File: config.mk
export PLATFORM = sky130hd
export DESIGN_NAME = clock_time_keeper
export DESIGN_NICKNAME = d
export VERILOG_FILES = /design/src/rtl/clock_time_keeper.sv
export SDC_FILE = /design/constraint.sdc
export NUM_CORES = 1
export LEC_CHECK = 0
export CAP_MARGIN = 10
export CELL_PAD_IN_SITES_DETAIL_PLACEMENT = 1
export CELL_PAD_IN_SITES_GLOBAL_PLACEMENT = 2
export CORE_ASPECT_RATIO = 0.75
export CORE_MARGIN = 2
export CORE_UTILIZATION = 25
export CTS_CLUSTER_SIZE = 24
export DETAILED_ROUTE_END_ITERATION = 16
export MAX_ROUTING_LAYER = met4
export PLACE_DENSITY = 0.65
export SLEW_MARGIN = 30
export SYNTH_ARGS = -nofsm -noshare
export SYNTH_HDL_FRONTEND = slang
export SYNTH_SLANG_ARGS = --single-unit
File: constraint.sdc
create_clock -name clock -period 7.9 [get_ports clock]
set_input_delay 1.58 -clock clock [delete_from_list [all_inputs] [get_ports clock]]
set_output_delay 1.58 -clock clock [all_outputs]
set_load 0.02 [all_outputs]
File: src/rtl/clock_time_keeper.sv
// clock_time_keeper: 1 Hz prescaler, 24 h HH:MM:SS counter with button-driven
// time setting, blinking of the field being set, and registered digit vectors
// for the downstream 8-digit multiplexed display driver.
// Digit vector format: bit5 enable (active-high), bits 4:1 BCD, bit0 dp (active-low).
// Optional build macro H12_DISPLAY_EN: show hours in 12 h form with a PM dot on d1;
// the internal hour count and the setting behaviour stay 24 h.
// The FSM state is visible on the registered mode output (0 RUN, 1 SET_H, 2 SET_M).
module clock_time_keeper #(
   parameter int TICK_COUNT  = 100000000,
   parameter int BLINK_COUNT = 25000000
) (
   input  logic       clock,
   input  logic       reset,
   input  logic       btn_mode,
   input  logic       btn_inc,
   output logic [5:0] d8,
   output logic [5:0] d7,
   output logic [5:0] d6,
   output logic [5:0] d5,
   output logic [5:0] d4,
   output logic [5:0] d3,
   output logic [5:0] d2,
   output logic [5:0] d1,
   output logic [1:0] mode,
   output logic       tick_1hz
);

   localparam int PW = $clog2(TICK_COUNT + 1);
   localparam int BW = $clog2(BLINK_COUNT + 1);
   localparam logic [PW-1:0] TICK_LAST  = PW'(TICK_COUNT - 1);
   localparam logic [BW-1:0] BLINK_LAST = BW'(BLINK_COUNT - 1);

   typedef enum logic [1:0] {
      RUN   = 2'd0,
      SET_H = 2'd1,
      SET_M = 2'd2
   } state_t;

   state_t        state;
   state_t        state_next;
   logic          btn_mode_q;
   logic          btn_inc_q;
   logic          mode_edge;
   logic          inc_edge;
   logic          tick_now;
   logic [PW-1:0] presc;
   logic [BW-1:0] blink_cnt;
   logic          blink_hidden;
   logic [4:0]    hours;
   logic [5:0]    minutes;
   logic [5:0]    seconds;

   logic [4:0]    disp_h;
   logic          h_tens_en;
   logic          pm_dp;
   logic          hide_h;
   logic          hide_m;
   logic [3:0]    h_tens;
   logic [3:0]    h_units;
   logic [3:0]    m_tens;
   logic [3:0]    m_units;
   logic [3:0]    s_tens;
   logic [3:0]    s_units;

   // Rising-edge actions; a mode edge wins over a simultaneous inc edge.
   assign mode_edge = btn_mode & ~btn_mode_q;
   assign inc_edge  = btn_inc & ~btn_inc_q & ~mode_edge;
   assign tick_now  = (state == RUN) && (presc == TICK_LAST);

   // Previous button levels for edge detection.
   always_ff @(posedge clock or posedge reset) begin
      if (reset) begin
         btn_mode_q <= 1'b0;
         btn_inc_q  <= 1'b0;
      end else begin
         btn_mode_q <= btn_mode;
         btn_inc_q  <= btn_inc;
      end
   end

   // FSM state register.
   always_ff @(posedge clock or posedge reset) begin
      if (reset) state <= RUN;
      else       state <= state_next;
   end

   // FSM next state: each mode edge steps RUN -> SET_H -> SET_M -> RUN.
   always_comb begin
      state_next = state;
      if (mode_edge) begin
         case (state)
            RUN:     state_next = SET_H;
            SET_H:   state_next = SET_M;
            default: state_next = RUN;
         endcase
      end
   end

   // Prescaler runs only while staying in RUN, so re-entering RUN restarts a full second.
   always_ff @(posedge clock or posedge reset) begin
      if (reset) begin
         presc    <= '0;
         tick_1hz <= 1'b0;
      end else begin
         tick_1hz <= tick_now;
         if (state != RUN || state_next != RUN) presc <= '0;
         else if (tick_now)                     presc <= '0;
         else                                   presc <= presc + PW'(1);
      end
   end

   // Time counters: ticks with carry in RUN, per-field increments in the set states.
   always_ff @(posedge clock or posedge reset) begin
      if (reset) begin
         hours   <= '0;
         minutes <= '0;
         seconds <= '0;
      end else begin
         if (state == SET_M && state_next == RUN) begin
            seconds <= '0;
         end else if (tick_now) begin
            if (seconds == 6'd59) begin
               seconds <= '0;
               if (minutes == 6'd59) begin
                  minutes <= '0;
                  hours   <= (hours == 5'd23) ? 5'd0 : hours + 5'd1;
               end else begin
                  minutes <= minutes + 6'd1;
               end
            end else begin
               seconds <= seconds + 6'd1;
            end
         end
         if (state == SET_H && inc_edge) hours   <= (hours == 5'd23) ? 5'd0 : hours + 5'd1;
         if (state == SET_M && inc_edge) minutes <= (minutes == 6'd59) ? 6'd0 : minutes + 6'd1;
      end
   end

   // Blink phase: restarts visible on every state change, idle in RUN.
   always_ff @(posedge clock or posedge reset) begin
      if (reset) begin
         blink_cnt    <= '0;
         blink_hidden <= 1'b0;
      end else if (state_next != state || state == RUN) begin
         blink_cnt    <= '0;
         blink_hidden <= 1'b0;
      end else if (blink_cnt == BLINK_LAST) begin
         blink_cnt    <= '0;
         blink_hidden <= ~blink_hidden;
      end else begin
         blink_cnt    <= blink_cnt + BW'(1);
      end
   end

   // Digit values, hour display form and blank control for the output registers.
   always_comb begin
      disp_h    = hours;
      h_tens_en = 1'b1;
      pm_dp     = 1'b1;
`ifdef H12_DISPLAY_EN
      if (hours == 5'd0)       disp_h = 5'd12;
      else if (hours > 5'd12)  disp_h = hours - 5'd12;
      pm_dp     = (hours >= 5'd12) ? 1'b0 : 1'b1;
      h_tens_en = (disp_h >= 5'd10);
`endif
      hide_h  = blink_hidden && (state == SET_H);
      hide_m  = blink_hidden && (state == SET_M);
      h_tens  = 4'(disp_h / 5'd10);
      h_units = 4'(disp_h % 5'd10);
      m_tens  = 4'(minutes / 6'd10);
      m_units = 4'(minutes % 6'd10);
      s_tens  = 4'(seconds / 6'd10);
      s_units = 4'(seconds % 6'd10);
   end

   // Registered display vectors and mode; reset shows "00.00 00".
   always_ff @(posedge clock or posedge reset) begin
      if (reset) begin
         d8   <= 6'b100001;
         d7   <= 6'b100000;
         d6   <= 6'b000001;
         d5   <= 6'b100000;
         d4   <= 6'b100001;
         d3   <= 6'b000001;
         d2   <= 6'b100001;
         d1   <= 6'b100001;
         mode <= 2'd0;
      end else begin
         d8   <= {h_tens_en & ~hide_h, h_tens, 1'b1};
         d7   <= {~hide_h, h_units, 1'b0};
         d6   <= 6'b000001;
         d5   <= {~hide_m, m_tens, 1'b0};
         d4   <= {~hide_m, m_units, 1'b1};
         d3   <= 6'b000001;
         d2   <= {1'b1, s_tens, 1'b1};
         d1   <= {1'b1, s_units, pm_dp};
         mode <= state;
      end
   end

endmodule

==> run metrics <==
run status finished clean; # hold bufs at CTS 0; post-synth top area share 48.1%; cts repair resizes 0; global-route wire length before repair around 18 mm; WHS around 480 ps; Initial Util ~26%; Core ar. a little under 20000 sq um; post-synthesis async set-or-reset flop share between 90% and 100%; die area approximately 21000 sq um; Post-synth EDFFs 0; largest net degree at the start of global routing 77; HP Class flop to flop; drt drc 0; # H-tree levels 3; Post-Synthesis Cells approximately 520; clock root buffer clkbuf_16; fin nets between 500 and 600; sequential fraction of the synthesis area between 40% and 50%; I/O Buffers 30; Leak between 2 and 2.5 nW; DP HPWL between 7 and 8 mm; synthesized flop and latch total a little under 100; grt total ovfl 0; Critical Path Start Type primary input; Via density 4.41; final wirelength ~11 mm; final std cells w/o fill ~800; Final setup viols 0; Placed Instances ~780; Detail Route Antenna Nets 0; Design Power approximately 1.6 mW; row count 44; Worst Max-Slew Pin Slew about 700 ps; most common cell after layout, fill and taps aside dfrtp_1; share of layout cells above drive strength 1 5.55%; CP Max Fanout 9; Syn. warnings 0; number of global-route vias before repair roughly 3600; pwr/cell area between 200 and 300 nW/um^2; routed via count between 3000 and 4000; Slew headroom 52.4%; RSZ-0062 raised after global routing no; crit path time final between 3000 and 4000 ps; RD Place Congestion 0.733; chip width roughly 170 um; final period utilization approximately 43%; peak supply drop about 120 uV; FMAX just under 300 MHz; leading area contributor after synthesis dfrtp_1; Area Overhead vs Synth 14.4%; CTS Buf Count 9; clock sink count 99; Avg Cell Area, Syn a little under 10 sq um; Total Routing Usage GR about 11%; antenna violations before repair 0; I/O pin total 55; ranking of synthesized cells by area dfrtp_1, xor2_1, nor2_1; Final Skew ~10 ps; Initial DRC Count 175; CTS tree built; Synth Flop Type dfrtp_1; most frequent cells in the layout dfrtp_1, nor2_1, xor2_1, nand2_1, clkdlybuf4s50_1; Post-CTS Setup Inserts 0; final slew viol count 0; diodes inserted 0; CP Class primary input to flop; fill count around 2200; post-synthesis instance area 5040 sq um; Required @ worst endpoint slightly above 8000 ps; area of the multi-input gates around 2300 sq um; Clock Latency Late Sink around 350 ps; Worst-path clk slew around 70 ps; First-pass DRT Iterations 4; Crit. End Element flop; max-cap check violation count 0; Seq. cell area between 2000 and 2500 sq um; Die Ht 127 um; deepest clock path buffer count 2; routed length per instance approximately 14 um; Netlist cell types 44; arrival time worst endpoint ~3600 ps; final hold violation count 0; Setup TNS 0 ps
## layout make-up
class | count | share of cell area (%)
clock buffer | 11 | 4.21
clock inverter | 5 | 1.08
inverter | 17 | 1.15
multi-input combinational | 378 | 39.7
sequential | 99 | 43.0
tap | 253 | 5.49
timing repair buffer | 31 | 5.40
## per-stage QoR
stage / setup WS, ps / instance area (sq um) / utilization [%]
global route: 4390 / 5770 / 29.5
floorplan: 3730 / 5130 / -
CTS: 4540 / 5770 / 29.5
finish: 4520 / 5770 / 29.5
detailed placement: 4160 / 5460 / 28.0
global placement: 4290 / 5450 / 27.9
## worst paths after layout
path	from	endpoint	slack, ps	depth (start not counted)
setup / recovery	btn_mode	minutes[2]	4520	7
hold / removal	disp_h[0]	d7[1]	480	0
setup reg to reg	presc[0]	minutes[5]	5350	7
hold reg to reg	disp_h[0]	d7[1]	480	0
max in group asynchronous	reset	d5[3]	5350	3
min in group asynchronous	reset	mode[0]	1550	2
## critical path: stages
cell and delay [ps]:
clkdlybuf4s50_1 490, nand2b_1 220, nand3b_1 190, nor2_1 50, a21oi_1 530, nand2b_1 210
mux2_2 330
## state kept, by name, summed over array words and instances, names as in the netlist
signal	count
minutes	6
d2	3
state	2
d8	2
d5	3
mode	2
btn_inc_q	1
tick_1hz	1
d4	5
seconds	6
btn_mode_q	1
blink_cnt	25
blink_hidden	1
d1	4
disp_h	5
presc	27
d7	5
## cells in the mapped netlist (10+ instances only)
master,n
a21oi_1,10
and3_1,11
buf_4,26
clkbuf_1,18
dfrtp_1,97
ha_1,15
inv_1,16
nand2_1,36
nand2b_1,11
nand3_1,27
nand4_1,13
nor2_1,80
nor3_1,11
o21ai_0,19
xnor2_1,20
xor2_1,37
## cells by family after synthesis
family | count (synthesis) | share of synthesized area, %
AND/OR/NAND/NOR | 224 | 22.2
flip-flops | 99 | 49.2
buffers and inverters | 67 | 7.19
XOR/XNOR | 57 | 9.90
AO/OA/AOI/OAI | 51 | 6.15
adder cells (fa/ha/maj) | 15 | 3.72
multiplexers | 7 | 1.49
other | 2 | 0.149
## metal layers
layer  routed length [um]  global-route usage [%]
met1                 5860                    15.4
met2                 4700                    15.8
met3                  262                    2.23
met4                  123                    2.61
met5                    0                       -
## report_power, final
group / internal (mW) / total [mW] / switching [mW]
registers: 0.590 / 0.692 / 0.101
clock network: 0.257 / 0.457 / 0.201
logic: 0.187 / 0.446 / 0.259
total: 1.03 / 1.59 / 0.561
Note: power is estimated with default switching activity, not from simulation.
